**src/rtl/cpu_mem_arbiter_pkg.sv**
```systemverilog
// Shared constants for the CPU memory arbiter: response-owner IDs and the
// width of the flattened sram-like request bundle {wr, size, addr, wstrb, wdata}.
package cpu_mem_arbiter_pkg;

    localparam logic ARB_ID_INST = 1'b0;
    localparam logic ARB_ID_DATA = 1'b1;

    localparam int SRAM_LIKE_REQ_WD = 71;

    typedef logic [SRAM_LIKE_REQ_WD-1:0] sram_req_t;

    function automatic sram_req_t pack_req(
        input logic        wr,
        input logic [1:0]  size,
        input logic [31:0] addr,
        input logic [3:0]  wstrb,
        input logic [31:0] wdata
    );
        return {wr, size, addr, wstrb, wdata};
    endfunction

endpackage

```
**src/rtl/cpu_mem_arbiter_id_fifo.sv**
```systemverilog
// Response-ownership FIFO: one bit per accepted request (0=inst, 1=data),
// popped in order as responses return. A push into a full FIFO is dropped.
module mem_arb_id_fifo #(
    parameter int DEPTH = 2
) (
    input  logic clk,
    input  logic rst,
    input  logic push_i,
    input  logic din_i,
    input  logic pop_i,
    output logic head_o,
    output logic full_o,
    output logic empty_o
);

    localparam int PW = (DEPTH > 1) ? $clog2(DEPTH) : 1;
    localparam int CW = $clog2(DEPTH) + 1;
    localparam logic [PW-1:0] PTR_LAST = PW'(DEPTH - 1);
    localparam logic [CW-1:0] CNT_FULL = CW'(DEPTH);

    logic            mem_q [DEPTH];
    logic [PW-1:0]   wr_ptr_q, wr_ptr_d;
    logic [PW-1:0]   rd_ptr_q, rd_ptr_d;
    logic [CW-1:0]   count_q, count_d;
    logic            push_ok_s, pop_ok_s;

    function automatic logic [PW-1:0] ptr_inc(input logic [PW-1:0] p);
        return (p == PTR_LAST) ? '0 : p + 1'b1;
    endfunction

    assign full_o    = (count_q == CNT_FULL);
    assign empty_o   = (count_q == '0);
    assign head_o    = mem_q[rd_ptr_q];
    assign push_ok_s = push_i & ~full_o;
    assign pop_ok_s  = pop_i & ~empty_o;

    // Next-state pointers and occupancy.
    always_comb begin
        wr_ptr_d = wr_ptr_q;
        rd_ptr_d = rd_ptr_q;
        count_d  = count_q;
        if (push_ok_s) begin
            wr_ptr_d = ptr_inc(wr_ptr_q);
        end else begin
            wr_ptr_d = wr_ptr_q;
        end
        if (pop_ok_s) begin
            rd_ptr_d = ptr_inc(rd_ptr_q);
        end else begin
            rd_ptr_d = rd_ptr_q;
        end
        case ({push_ok_s, pop_ok_s})
            2'b10:   count_d = count_q + 1'b1;
            2'b01:   count_d = count_q - 1'b1;
            default: count_d = count_q;
        endcase
    end

    // Pointer, count and storage registers.
    always_ff @(posedge clk or posedge rst) begin
        if (rst) begin
            wr_ptr_q <= '0;
            rd_ptr_q <= '0;
            count_q  <= '0;
            for (int i = 0; i < DEPTH; i++) begin
                mem_q[i] <= 1'b0;
            end
        end else begin
            wr_ptr_q <= wr_ptr_d;
            rd_ptr_q <= rd_ptr_d;
            count_q  <= count_d;
            if (push_ok_s) begin
                mem_q[wr_ptr_q] <= din_i;
            end
        end
    end

endmodule

```
**src/rtl/cpu_mem_arbiter.sv**
```systemverilog
// Arbitrates the CPU's inst and data sram-like ports onto one memory port,
// returning in-order responses to their owner and promoting a starved inst fetch.
module cpu_mem_arbiter
    import cpu_mem_arbiter_pkg::*;
#(
    parameter int OUTSTANDING  = 2,
    parameter int STARVE_LIMIT = 8
) (
    input  logic        clk,
    input  logic        reset,
    input  logic        inst_req,
    input  logic        inst_wr,
    input  logic [1:0]  inst_size,
    input  logic [31:0] inst_addr,
    input  logic [3:0]  inst_wstrb,
    input  logic [31:0] inst_wdata,
    output logic        inst_addr_ok,
    output logic        inst_data_ok,
    output logic [31:0] inst_rdata,
    input  logic        data_req,
    input  logic        data_wr,
    input  logic [1:0]  data_size,
    input  logic [31:0] data_addr,
    input  logic [3:0]  data_wstrb,
    input  logic [31:0] data_wdata,
    output logic        data_addr_ok,
    output logic        data_data_ok,
    output logic [31:0] data_rdata,
    output logic        mem_req,
    output logic        mem_wr,
    output logic [1:0]  mem_size,
    output logic [31:0] mem_addr,
    output logic [3:0]  mem_wstrb,
    output logic [31:0] mem_wdata,
    input  logic        mem_addr_ok,
    input  logic        mem_data_ok,
    input  logic [31:0] mem_rdata,
    output logic        resp_err
);

    localparam int SW = $clog2(STARVE_LIMIT) + 1;
    localparam logic [SW-1:0] STARVE_MAX = SW'(STARVE_LIMIT - 1);

    logic          full_s, empty_s, head_s;
    logic          sel_data_s, sel_inst_s, req_any_s, hs_s, inst_hs_s, inst_denied_s;
    logic          rsp_s;
    sram_req_t     inst_bus_s, data_bus_s, mem_bus_s;
    logic [SW-1:0] starve_q, starve_d;
    logic          promote_q, promote_d;
    logic          resp_err_q, resp_err_d;

    // Data wins by default (older in the pipeline) unless inst has been promoted.
    assign sel_data_s    = data_req & ~(promote_q & inst_req);
    assign sel_inst_s    = inst_req & ~sel_data_s;
    assign req_any_s     = (inst_req | data_req) & ~full_s & ~reset;
    assign hs_s          = req_any_s & mem_addr_ok;
    assign inst_hs_s     = hs_s & sel_inst_s;
    assign inst_denied_s = inst_req & ~inst_hs_s;
    assign rsp_s         = mem_data_ok & ~empty_s & ~reset;

    assign inst_bus_s = pack_req(inst_wr, inst_size, inst_addr, inst_wstrb, inst_wdata);
    assign data_bus_s = pack_req(data_wr, data_size, data_addr, data_wstrb, data_wdata);
    assign mem_bus_s  = reset ? '0 : ((sel_data_s & req_any_s) ? data_bus_s : inst_bus_s);

    assign mem_req = req_any_s;
    assign {mem_wr, mem_size, mem_addr, mem_wstrb, mem_wdata} = mem_bus_s;

    assign data_addr_ok = hs_s & sel_data_s;
    assign inst_addr_ok = inst_hs_s;
    assign inst_data_ok = rsp_s & (head_s == ARB_ID_INST);
    assign data_data_ok = rsp_s & (head_s == ARB_ID_DATA);
    assign inst_rdata   = reset ? '0 : mem_rdata;
    assign data_rdata   = reset ? '0 : mem_rdata;
    assign resp_err     = resp_err_q;

    mem_arb_id_fifo #(
        .DEPTH (OUTSTANDING)
    ) u_id_fifo (
        .clk     (clk),
        .rst     (reset),
        .push_i  (hs_s),
        .din_i   (sel_data_s ? ARB_ID_DATA : ARB_ID_INST),
        .pop_i   (mem_data_ok),
        .head_o  (head_s),
        .full_o  (full_s),
        .empty_o (empty_s)
    );

    // Starvation counter saturates so a long full stall cannot wrap it.
    always_comb begin
        starve_d   = starve_q;
        promote_d  = promote_q;
        resp_err_d = resp_err_q | (mem_data_ok & empty_s);
        if (inst_denied_s) begin
            if (starve_q != STARVE_MAX) begin
                starve_d = starve_q + 1'b1;
            end else begin
                starve_d = starve_q;
            end
        end else begin
            starve_d = '0;
        end
        if (inst_hs_s) begin
            promote_d = 1'b0;
        end else if (inst_denied_s && (starve_q == STARVE_MAX)) begin
            promote_d = 1'b1;
        end else begin
            promote_d = promote_q;
        end
    end

    // Starvation and error state registers.
    always_ff @(posedge clk or posedge reset) begin
        if (reset) begin
            starve_q   <= '0;
            promote_q  <= 1'b0;
            resp_err_q <= 1'b0;
        end else begin
            starve_q   <= starve_d;
            promote_q  <= promote_d;
            resp_err_q <= resp_err_d;
        end
    end

endmodule

```
**config.mk**
```make
export PLATFORM = sky130hd
export DESIGN_NAME = cpu_mem_arbiter
export DESIGN_NICKNAME = d
export VERILOG_FILES = /design/src/rtl/cpu_mem_arbiter_pkg.sv /design/src/rtl/cpu_mem_arbiter_id_fifo.sv /design/src/rtl/cpu_mem_arbiter.sv
export SDC_FILE = /design/constraint.sdc
export NUM_CORES = 1
export LEC_CHECK = 0
export CORE_AREA = 2 2 124 126
export DETAILED_ROUTE_END_ITERATION = 8
export DIE_AREA = 0 0 126 128
export PLACE_DENSITY = 0.59
export SYNTH_ARGS = -nofsm -noshare
export SYNTH_HDL_FRONTEND = slang
export SYNTH_SLANG_ARGS = --single-unit
export TNS_END_PERCENT = 30
```
**constraint.sdc**
```tcl
create_clock -name clk -period 4.9 [get_ports clk]
set_input_delay 1.225 -clock clk [delete_from_list [all_inputs] [get_ports clk]]
set_output_delay 1.225 -clock clk [all_outputs]
set_load 0.02 [all_outputs]
```
==> results.ini <==
[sta]
maxSlewHeadroom = 0.416
rsz0062_at_grt = no
worst-slew-pin-transition_ps = 876
fmax_mhz = 222
fin_tns_setup_ps = 0
min_period_ps = 4500
setup_viol = 0
skew_ps = 0.823
finalHoldViolCount = 0
slew_violations = 0
fin_crit_sh = 0.919

[worst_setup_path]
crit_buf_inv = 3
r2r-end = u_id_fifo.mem_q[1]$_DFFE_PP0P_
end_kind = primary output
reg2regPathDepth = 4
worstPathArrival_ps = 3280
cp_common_cell = clkdlybuf4s50_1
r2r_start = u_id_fifo.count_q[0]$_DFFE_PP0P_
cpPeakStageDelay_ps = 620
reg2reg_slack_ps = 3000
crit_slowest_cell = clkdlybuf4s50_1
critPathTopFamily = buffers and inverters
critPathRequiredTime_ps = 3670
crit_chain = clkdlybuf4s50_1 -> a21bo_2 -> buf_4 -> o211ai_1 -> nand2_1 -> clkdlybuf4s50_1
critical_path_class = input pin to primary output
worstSetupStartpointType = input pin
crit_fanout = 19

[min_path]
holdPathStages = 1
hp-class = flop to flop
hold_path_end = resp_err$_DFF_PP0_
min_from = resp_err$_DFF_PP0_

[synth]
synth-seq-cells = 12
async_reset_ff_frac = 1.00
ys_warn_count = 0
ys_types = 36
postSynthAreaPerCell_um2 = 6.93
synth_flop_cell = dfrtp_1
synth_top_area_cell = o211ai_1
synth.cell_area_um2 = 2700
yosysTopAreaCellShare = 0.175
synth_area_leaders = o211ai_1, nand4_1, buf_4
ys_seq_area_frac = 0.111
synthCells = 390
synth_nets = 572
synth_edf_count = 0

[routing]
routedWlPerCell_um = 16.5
drt_iter0_drc = 161
dr_total_vias = 3985
routed_wirelength_um = 13700
drc = 0
drt_pass1_iterations = 4
antenna_left = 0
via_per_inst = 4.81

[clocking]
cts.clk_slew.worst_paths_ps = 40
clkSinkCount = 12
postCtsSetupBuffers = 0
htreeDepth = 1
cts_buffer_depth = 2
cts_resized = 0
clk_latency_ps = 240
ctsHoldBuffers = 0
cts-root-buf = clkbuf_16
tritoncts = done
cts_inserted_buffers = 3

[final_layout]
fill_cells = 1500
nNetsFinal = 824
multi_input_area_um2 = 1850
layout_common_cells = clkdlybuf4s50_1, nand4_1, nand2_1, o211ai_1, nor2b_1
fin_cells = 829
syn_to_final_growth_pct = 116
final-seq-area_um2 = 300
final_common_cell = clkdlybuf4s50_1
drive_gt1_frac = 0.0484
antenna_cells = 0

[power]
p_leak_nw = 2.29
p_sw_uw = 723
p_per_area_nw_per_um2 = 258
clkPwrFrac = 0.111
p_int_uw = 782
vdd.ir_drop.worst_v = 0.000195
power.share.sequential = 0.112
comb_power_share = 0.778
switching_share = 0.480

[floorplanning]
chipHeight_um = 128
start_util = 0.182
die_width_um = 126
dieArea_um2 = 16100
core_um2 = 14900
rows = 45
io_pins = 321

[grt]
grt_usage = 0.155
grt_pass1_vias = 3940
grt_pass1_wl_um = 20800
overflow = 0
antenna_found_initial = 0
grt_max_degree = 87

[place]
io_buffer_count = 320
dp.cells = 825
hpwl_um = 10500
place_congestion = 0.838

[run_status]
status = completed

[run]
drv_cap = 0

worst reg2reg max path: stages, from the launching register on:
cell      delay [ps]
dfrtp_1          470
nand2b_2         750
buf_12           320
nand4_1          140
o21ai_1          140
synthesized netlist by cell type, types with 4 or more instances:
| library cell | n |
|---|---|
| and2b_1 | 4 |
| buf_1 | 4 |
| buf_2 | 20 |
| buf_4 | 41 |
| buf_6 | 8 |
| clkbuf_1 | 10 |
| dfrtp_1 | 12 |
| inv_1 | 5 |
| nand2_1 | 71 |
| nand4_1 | 72 |
| nor2_1 | 9 |
| nor2b_1 | 28 |
| o211ai_1 | 63 |
| o211ai_2 | 8 |
| xnor2_1 | 4 |
registers in the layout (all words and copies together) (netlist names):
register            flops
u_id_fifo.rd_ptr_q      1
resp_err                1
promote_q               1
u_id_fifo.wr_ptr_q      1
starve_q                4
u_id_fifo.count_q       2
u_id_fifo.mem_q         2
kinds of logic after synthesis:
kind of cell	synth area share
AO/OA/AOI/OAI	0.242
multiplexers	0.0153
XOR/XNOR	0.0194
flip-flops	0.111
adder cells (fa/ha/maj)	0.00925
AND/OR/NAND/NOR	0.392
buffers and inverters	0.211
power groups by stage:
stage | registers (mW) | clock network (mW) | logic [mW]
global placement | 0.166 | 0 | 1.16
global route | 0.172 | 0.177 | 1.25
detailed placement | 0.169 | 0 | 1.17
finish | 0.168 | 0.167 | 1.17
CTS | 0.167 | 0.170 | 1.18
floorplan | 0.159 | 0 | 0.720
how the worst max path moves through the flow:
stage / startpoint / end / slack, ps / cells past startpoint
after floorplan: data_req / mem_addr[0] / 1650 / 5
after global placement: inst_req / mem_wdata[2] / 450 / 6
after detailed placement: inst_req / mem_wdata[2] / 410 / 6
after CTS: inst_req / mem_wdata[2] / 410 / 6
after global routing: inst_req / data_addr_ok / 340 / 6
final: inst_req / mem_wdata[2] / 400 / 6
metal layers:
metal  vias up  global-route usage  wire length, um
li1       1913                   -                -
met2       220               0.279             6750
met3        20              0.0284             1050
met1      1832               0.189             5610
met5         -                   0                0
met4         0              0.0407              285
final cells by class:
cell class                 instances  share of cell area
multi-input combinational        290               0.317
sequential                        12              0.0515
tap                              188              0.0403
clock buffer                       4              0.0152
inverter                           5             0.00365
timing repair buffer             330               0.573
stage by stage:
stage / cell area, um^2 / power, mW / utilization / setup WS, ps / hold WS (ps)
floorplan: 2700 / 0.879 / - / 1650 / 458
global placement: 5750 / 1.33 / 0.387 / 453 / 442
detailed placement: 5750 / 1.34 / 0.387 / 415 / 447
CTS: 5830 / 1.52 / 0.393 / 408 / 457
global route: 5830 / 1.60 / 0.393 / 341 / 489
finish: 5830 / 1.50 / 0.393 / 396 / 450
No activity file was read; power rests on OpenSTA's default activity.
